**src/rtl/acq_stream_packer.sv**
```systemverilog
// Merges CH_NUM valid/ready sample streams into framed packets: header, SETS_PER_PKT channel-ordered sets, m_last on final word.
// Optional trailer checksum word enabled by defining ACQ_PACK_CHECKSUM_EN.
module acq_stream_packer #(
    parameter int          CH_NUM       = 4,
    parameter int          DW           = 32,
    parameter int          SETS_PER_PKT = 16,
    parameter logic [15:0] HDR_MAGIC    = 16'hA5C3
) (
    input  logic                 clk,
    input  logic                 rst_n,
    input  logic                 en,
    input  logic [CH_NUM*DW-1:0] in_data,
    input  logic [CH_NUM-1:0]    in_valid,
    output logic [CH_NUM-1:0]    in_ready,
    output logic [DW-1:0]        m_data,
    output logic                 m_valid,
    input  logic                 m_ready,
    output logic                 m_last,
    output logic [7:0]           pkt_seq,
    output logic                 busy
);

    localparam int CW = (CH_NUM > 1) ? $clog2(CH_NUM) : 1;

    typedef enum logic [1:0] {
        ST_IDLE  = 2'd0,
        ST_DATA  = 2'd1,
        ST_CKSUM = 2'd2,
        ST_DONE  = 2'd3
    } state_t;

    state_t            state_r, state_s;
    logic [CW-1:0]     ch_r, ch_s;
    logic [15:0]       set_r, set_s;
    logic [DW-1:0]     m_data_r, data_s;
    logic              m_valid_r, valid_s;
    logic              m_last_r, last_s;
    logic [7:0]        pkt_seq_r, seq_s;
    logic              busy_r, busy_s;
    logic              load_s;
    logic              final_s;
    logic [DW-1:0]     hdr_s;
    logic [DW-1:0]     sel_data_s;
    logic              sel_valid_s;
    logic [CH_NUM-1:0] in_ready_s;
`ifdef ACQ_PACK_CHECKSUM_EN
    logic [DW-1:0]     cksum_r, cksum_s;
`endif

    assign load_s  = !m_valid_r || m_ready;
    assign final_s = (ch_r == CW'(CH_NUM - 1)) && (set_r == 16'(SETS_PER_PKT - 1));
    assign hdr_s   = DW'({HDR_MAGIC, 8'(CH_NUM), pkt_seq_r});

    assign m_data   = m_data_r;
    assign m_valid  = m_valid_r;
    assign m_last   = m_last_r;
    assign pkt_seq  = pkt_seq_r;
    assign busy     = busy_r;
    assign in_ready = in_ready_s;

    // Select the current channel and grant only it while in DATA and the output stage can load
    always_comb begin
        sel_data_s  = '0;
        sel_valid_s = 1'b0;
        in_ready_s  = '0;
        for (int c = 0; c < CH_NUM; c++) begin
            sel_data_s    = (ch_r == CW'(c)) ? in_data[c*DW +: DW] : sel_data_s;
            sel_valid_s   = (ch_r == CW'(c)) ? in_valid[c] : sel_valid_s;
            in_ready_s[c] = (ch_r == CW'(c)) && (state_r == ST_DATA) && load_s;
        end
    end

    // Next-state and next-register values for the packet sequencer and output stage
    always_comb begin
        state_s = state_r;
        ch_s    = ch_r;
        set_s   = set_r;
        data_s  = m_data_r;
        valid_s = m_valid_r && !m_ready;
        last_s  = m_last_r;
        seq_s   = pkt_seq_r;
`ifdef ACQ_PACK_CHECKSUM_EN
        cksum_s = cksum_r;
`endif
        case (state_r)
            ST_IDLE: begin
                if (en && load_s) begin
                    data_s  = hdr_s;
                    valid_s = 1'b1;
                    last_s  = 1'b0;
                    ch_s    = '0;
                    set_s   = 16'd0;
`ifdef ACQ_PACK_CHECKSUM_EN
                    cksum_s = '0;
`endif
                    state_s = ST_DATA;
                end else begin
                    state_s = ST_IDLE;
                end
            end
            ST_DATA: begin
                if (sel_valid_s && load_s) begin
                    data_s  = sel_data_s;
                    valid_s = 1'b1;
                    last_s  = 1'b0;
`ifdef ACQ_PACK_CHECKSUM_EN
                    cksum_s = cksum_r + sel_data_s;
`endif
                    if (final_s) begin
`ifdef ACQ_PACK_CHECKSUM_EN
                        state_s = ST_CKSUM;
`else
                        last_s  = 1'b1;
                        state_s = ST_DONE;
`endif
                    end else if (ch_r == CW'(CH_NUM - 1)) begin
                        ch_s  = '0;
                        set_s = set_r + 16'd1;
                    end else begin
                        ch_s = ch_r + CW'(1);
                    end
                end else begin
                    state_s = ST_DATA;
                end
            end
`ifdef ACQ_PACK_CHECKSUM_EN
            ST_CKSUM: begin
                if (load_s) begin
                    data_s  = cksum_r;
                    valid_s = 1'b1;
                    last_s  = 1'b1;
                    state_s = ST_DONE;
                end else begin
                    state_s = ST_CKSUM;
                end
            end
`endif
            ST_DONE: begin
                if (m_valid_r && m_ready && m_last_r) begin
                    seq_s   = pkt_seq_r + 8'd1;
                    state_s = ST_IDLE;
                end else begin
                    state_s = ST_DONE;
                end
            end
            default: begin
                state_s = ST_IDLE;
                valid_s = 1'b0;
                last_s  = 1'b0;
            end
        endcase
        busy_s = (state_s != ST_IDLE);
    end

    // State, counters and registered output stage
    always_ff @(posedge clk or negedge rst_n) begin
        if (!rst_n) begin
            state_r   <= ST_IDLE;
            ch_r      <= '0;
            set_r     <= 16'd0;
            m_data_r  <= '0;
            m_valid_r <= 1'b0;
            m_last_r  <= 1'b0;
            pkt_seq_r <= 8'd0;
            busy_r    <= 1'b0;
`ifdef ACQ_PACK_CHECKSUM_EN
            cksum_r   <= '0;
`endif
        end else begin
            state_r   <= state_s;
            ch_r      <= ch_s;
            set_r     <= set_s;
            m_data_r  <= data_s;
            m_valid_r <= valid_s;
            m_last_r  <= last_s;
            pkt_seq_r <= seq_s;
            busy_r    <= busy_s;
`ifdef ACQ_PACK_CHECKSUM_EN
            cksum_r   <= cksum_s;
`endif
        end
    end

endmodule

```
**config.mk**
```make
export PLATFORM = sky130hd
export DESIGN_NAME = acq_stream_packer
export DESIGN_NICKNAME = d
export VERILOG_FILES = /design/src/rtl/acq_stream_packer.sv
export SDC_FILE = /design/constraint.sdc
export NUM_CORES = 1
export LEC_CHECK = 0
export ABC_AREA = 1
export BUFFER_PORTS_ARGS = -buffer_cell sky130_fd_sc_hd__buf_2
export CAP_MARGIN = 40
export CORE_ASPECT_RATIO = 1.5
export CORE_UTILIZATION = 48
export DETAILED_ROUTE_END_ITERATION = 8
export GPL_ROUTABILITY_DRIVEN = 1
export PLACE_DENSITY = 0.83
export SYNTH_ARGS = -nofsm -noshare
export SYNTH_HDL_FRONTEND = slang
export SYNTH_SLANG_ARGS = --single-unit
```
**constraint.sdc**
```tcl
create_clock -name clk -period 1.95 [get_ports clk]
set_input_delay 0 -clock clk [delete_from_list [all_inputs] [get_ports clk]]
set_output_delay 0 -clock clk [all_outputs]
set_load 0.03 [all_outputs]
```
==> results of run 1 <==
==> timing repair <==
| action | CTS | global route |
|---|---|---|
| endpoints found under the setup margin | 0 | 17 |
| endpoints found under the hold margin | 71 | 0 |
| gates resized for setup | 0 | 6 |
| hold buffers | 9 | 0 |
==> cells in the mapped netlist (2+ instances only) <==
| cell | count |
|---|---|
| a21oi_1 | 43 |
| ha_1 | 6 |
| o21a_1 | 16 |
| xor2_1 | 11 |
| nor2_2 | 3 |
| nor2_1 | 47 |
| nand3_1 | 73 |
| o21ai_1 | 2 |
| buf_1 | 3 |
| o21ai_0 | 33 |
| nand2_2 | 3 |
| o211ai_1 | 17 |
| nor2_4 | 2 |
| buf_2 | 14 |
| inv_1 | 25 |
| clkbuf_1 | 15 |
| dfrtp_1 | 63 |
| nand2_1 | 187 |
| nor3_1 | 6 |
| buf_4 | 2 |
| inv_2 | 7 |
| nand4_1 | 2 |
| o22ai_1 | 9 |
==> sequential cells by signal (all words and copies together), names as in the netlist <==
register / cells
pkt_seq: 8
state_r: 2
m_last: 1
set_r: 16
busy: 1
m_data: 32
ch_r: 2
m_valid: 1
==> per-stage QoR <==
stage | setup WS [ps] | instance area, sq um | power [W] | util | hold slack [ps]
floorplan | 181 | 4160 | 0.00549 | - | -296
global placement | 241 | 5260 | 0.00692 | 0.625 | 32.0
detailed placement | 153 | 5260 | 0.00709 | 0.625 | 38.0
CTS | 89.7 | 5620 | 0.00863 | 0.669 | 3.33
global route | 33.6 | 5650 | 0.00927 | 0.671 | 32.9
finish | 132 | 5650 | 0.00869 | 0.671 | 6.63
==> per-layer routing <==
layer / vias up / GRT usage
met5: - / 0
met3: 40 / 0.0512
met2: 241 / 0.557
met4: 0 / 0.159
li1: 2361 / -
met1: 2272 / 0.333
==> logic make-up after synthesis <==
group | count (synthesis) | share of synthesized area
AND/OR/NAND/NOR | 328 | 0.335
AO/OA/AOI/OAI | 121 | 0.171
buffers and inverters | 68 | 0.0691
flip-flops | 63 | 0.379
XOR/XNOR | 12 | 0.0252
adder cells (fa/ha/maj) | 6 | 0.0180
multiplexers | 1 | 0.00270
==> cell type report <==
| cell class | count | area share |
|---|---|---|
| flip-flops and latches | 63 | 0.279 |
| clock buffers | 15 | 0.0492 |
| repair buffers | 211 | 0.217 |
| multi-input cells | 468 | 0.409 |
| inverters | 33 | 0.0219 |
| well taps | 107 | 0.0237 |
==> placed cells by master (no fill, tap or decap), types with 2 or more instances in the layout <==
cell           instances
xor2_1                11
clkbuf_1               3
o211ai_1              17
inv_1                 25
buf_2                181
nor2_4                 2
nand3_1               73
clkbuf_16              9
nand4_1                2
clkbuf_8               3
o21ai_1                2
nor2_2                 3
dlygate4sd3_1          9
inv_2                  7
o21ai_0               33
o21a_1                16
o22ai_1                9
a21oi_1               43
nand2_2                2
nor3_1                 5
nor2_1                47
nand2_1              187
ha_1                   5
buf_4                 14
buf_12                 5
buf_6                  2
nor3_2                 2
dfrtp_1               63
==> where the power goes <==
group	internal, W	switching, W
Clock	0.000957	0.000523
Combinational	0.00185	0.00335
Sequential	0.00173	0.000273
Total	0.00454	0.00414
==> path summary, 6_finish.rpt <==
kind,from,to,slack (ps),cells after the start
max,ch_r[1],in_ready[1],130,6
min,in_data[121],m_data[25],7,4
max reg2reg,set_r[0],set_r[5],170,9
min reg2reg,m_data[21],m_data[21],480,1
max in group asynchronous,rst_n,m_data[8],1460,3
min in group asynchronous,rst_n,pkt_seq[4],200,3
==> worst min-delay path, stage by stage <==
cell	delay, ps
buf_2	80
nand2_1	40
nand3_1	70
o21a_1	110
==> run metrics, run 1 <==
status complete, no violations; CP required 1950 ps; Critical Path, Cell by Cell inv_1 > ha_1 > inv_2 > buf_4 > nor3_1 > buf_2; Initial Util 0.495; Final Hold Fails 0; share of layout cells above drive strength 1 0.299; vias in the first global route 4,627; f_max 550 MHz; crit-path max FO 25; via-per-instance ratio 5.48; power per cell area 1540 mW/mm^2; leading cell types by total area after synthesis dfrtp_1 (38%), nand2_1 (17%), nand3_1 (8.8%); Die W 78.0 um; area of the multi-input gates 0.00231 sq mm; Post-Place Cells 873; post-synth top area share 0.379; Pleak 2.91 nW; Initial DRT Pass Iterations 5; first-pass GRT wire length 21,000 um; htree depth 3; diode count 0; minimum clock period 1820 ps; Reg area 0.00158 sq mm; antenna violations before repair 0; Max VDD drop 768 uV; Worst slew margin 0.737; CP top delay family buffers and inverters; Iteration-0 DRC Markers 329; die height 116 um; Setup Crit Path Kind register to output pin; Core Rows 41; CTS Buffer Depth 2; WP data arrival 1820 ps; CTS Root Buffer Type clkbuf_16; worst slew pin tran 394 ps; routability cong. 0.933; synthesized area 0.00416 sq mm; drt drc 0; gr usage total 0.303; Synth Net Count 741; Synth cell types 33; I/O Pins 183; area leader, netlist dfrtp_1; number of port buffers 182; EDFF count, synth 0; Die ar. 0.00906 sq mm; met3 routed WL 963 um; Post-synth ARST share 1.00; post-route ant nets 0; Crit. End Element output pin; core area 0.00841 sq mm; setup violators final 0; WL/cell 15.1 um; post-synthesis sequential area ratio 0.379; period utilization 0.932; Met2 Wirelength 7000 um; clk sinks 63; Final nets 928; Synth Flop Type dfrtp_1; clk_skew 3.11 ps; Fin Setup TNS 0 ps; crit start category register; CTS Buf Count 9; Slowest-stage cell, CP dfrtp_1; Synth Warn # 0; Buf+Inv Stages, Crit Path 4; clock latency on the worst-skew pair 330 ps; Top Metal Used met4; P&R area growth vs syn 35.6%; via count of the routed design 4,914; postcts setup bufs 0; non-filler cells, final 897; Hold WC Path Type input pin to register; CTS tree yes; max incr delay on CP 410 ps; flops & latches, synth 63; GR Overflow Total 0; max cap viols 0; largest net degree at the start of global routing 64; Avg Cell Area, Syn 6.95 sq um; met1 WL 5110 um; Slew Limit Fails 0; Filler Cells Inserted 713; Worst-path clk slew 50 ps; cells after synthesis 599; RSZ-0062 raised after global routing false; half-perimeter wire length after placement 10,000 um; Post-Route WL 13,500 um
(Power assumes the default switching activity.)
==> inputs of run 2 (changes only) <==
--- a/config.mk
+++ b/config.mk
@@ -10,6 +10,7 @@
 export CAP_MARGIN = 40
 export CORE_ASPECT_RATIO = 1.5
 export CORE_UTILIZATION = 48
+export CTS_BUF_LIST = sky130_fd_sc_hd__clkbuf_4 sky130_fd_sc_hd__clkbuf_8 sky130_fd_sc_hd__clkbuf_16
 export DETAILED_ROUTE_END_ITERATION = 8
 export GPL_ROUTABILITY_DRIVEN = 1
 export PLACE_DENSITY = 0.83
==> run 2 against run 1 <==
Against the previous run:
- largest cell class unchanged
- register-to-register slack lost 20 ps
- design area up 0.20%
- sequential share of layout area shrank 0.056 points
- worst setup slack improved by 5.5 ps
- die area unchanged
- largest power group unchanged
==> run metrics, run 2 (synthesis results as in run 1) <==
worst slew pin tran 402 ps (+8.29 ps); minimum clock period 1810 ps (-5.45 ps); WP data arrival 1810 ps (about the same); Worst slew margin 0.732 (-0.00553); gr usage total 0.303 (about the same); Largest register FFs 32 (unchanged); routability cong. 0.933 (unchanged); via-per-instance ratio 5.49 (+0.28%); crit-path max FO 25 (unchanged); Post-Route WL 13,600 um (+0.47%); CTS Buffer Depth 2 (unchanged); number of port buffers 182 (unchanged); most frequent cells in the layout nand2_1 (187), buf_2 (181), nand3_1 (73); CTS Root Buffer Type clkbuf_16; Initial DRT Pass Iterations 5 (unchanged); CTS Buf Count 9 (unchanged); Reg area 0.00158 sq mm (unchanged); non-filler cells, final 897 (unchanged); GR Overflow Total 0 (unchanged); Final nets 928 (unchanged); half-perimeter wire length after placement 10,000 um (unchanged); period utilization 0.929 (-0.00280); via count of the routed design 4,928 (+0.28%); most common cell after layout, fill and taps aside nand2_1; Top Metal Used met4; worst setup path startpoint ch_r[1]; Filler Cells Inserted 710 (-0.42%); r2r startpoint ch_r[0]; Register-to-Register Setup Slack 150 ps (-20 ps); crit start category register; Fin Setup TNS 0 ps (unchanged); status complete, no violations; Crit. End Element output pin; Max VDD drop 772 uV (+0.46%); Die ar. 0.00906 sq mm (unchanged); Initial Util 0.495 (unchanged); Die W 78.0 um (unchanged); share of layout cells above drive strength 1 0.303 (+0.00380); Slew Limit Fails 0 (unchanged); CTS tree yes; Hold WC Path Type input pin to register; f_max 552 MHz (+0.30%); Final Hold Fails 0 (unchanged); P&R area growth vs syn 35.9%; antenna violations before repair 0 (unchanged); power per cell area 1540 mW/mm^2 (+0.43%); Met2 Wirelength 7050 um (+0.63%); vias in the first global route 4,628 (+0.022%); Pleak 2.92 nW (+0.35%); met3 routed WL 956 um (-0.73%); I/O Pins 183 (unchanged); met1 WL 5140 um (+0.55%); Iteration-0 DRC Markers 364 (+11%); clk sinks 63 (unchanged); Core Rows 41 (unchanged); CP required 1950 ps (about the same); die height 116 um (unchanged); htree depth 3 (unchanged); hold_sp in_data[121]; largest net degree at the start of global routing 64 (unchanged); RSZ-0062 raised after global routing false; Worst-path clk slew 50 ps (about the same); WL/cell 15.1 um (+0.47%); diode count 0 (unchanged); clock latency on the worst-skew pair 330 ps (about the same); setup violators final 0 (unchanged); post-route ant nets 0 (unchanged); max cap viols 0 (unchanged); clk_skew 4.47 ps (+1.36 ps); core area 0.00841 sq mm (unchanged); area of the multi-input gates 0.00231 sq mm (unchanged); Post-Place Cells 873 (unchanged); drt drc 0 (unchanged); first-pass GRT wire length 21,100 um (+0.13%); Setup Crit Path Kind register to output pin
-- run 2: cell type report --
cell class | instances | share of cell area
Inverter | 33 | 0.0219
Clock buffer | 15 | 0.0511
Tap cell | 107 | 0.0237
Timing Repair Buffer | 211 | 0.216
Sequential cell | 63 | 0.279
Multi-Input combinational cell | 468 | 0.408
-- run 2: final timing paths --
| path | end | depth (start not counted) |
|---|---|---|
| max in group asynchronous | set_r[11] | 3 |
| worst min register to register | m_data[21] | 1 |
| worst min-delay path | m_data[25] | 4 |
| worst max-delay path | in_ready[1] | 6 |
| worst max register to register | m_data[0] | 9 |
| min in group asynchronous | pkt_seq[4] | 3 |
-- run 2: per-stage QoR --
stage | util | power, W | hold WS, ps | setup WS [ps] | cell area (sq um)
after detailed placement | 0.625 | 0.00709 | 38.0 | 153 | 5260
after floorplan | - | 0.00549 | -296 | 181 | 4160
after global routing | 0.673 | 0.00932 | 32.7 | 33.6 | 5660
after global placement | 0.625 | 0.00692 | 32.0 | 241 | 5260
final | 0.673 | 0.00874 | 8.38 | 138 | 5660
after CTS | 0.670 | 0.00867 | 3.33 | 89.8 | 5640
-- run 2: critical path, cell delays in order (launching register included) --
cell and delay (ps):
dfrtp_1 410, inv_1 90, ha_1 230, inv_2 50, buf_4 220, nor3_1 240
buf_2 240
-- run 2: where the power goes --
group / internal, W / switching [W]
logic: 0.00185 / 0.00335
registers: 0.00173 / 0.000277
clock network: 0.000998 / 0.000526
-- run 2: routing by layer --
metal | vias to the layer above | global-route usage
li1 | 2359 | -
met1 | 2282 | 0.334
met2 | 246 | 0.557
met3 | 41 | 0.0512
met4 | 0 | 0.159
met5 | - | 0
-- run 2: what timing repair did --
| action | 4_1_cts | 5_1_grt |
|---|---|---|
| setup buffers | 0 | 0 |
| endpoints found under the hold margin | 71 | 0 |
| hold buffers | 9 | 0 |
| setup endpoints to repair | 0 | 17 |
| resized for setup | 0 | 6 |
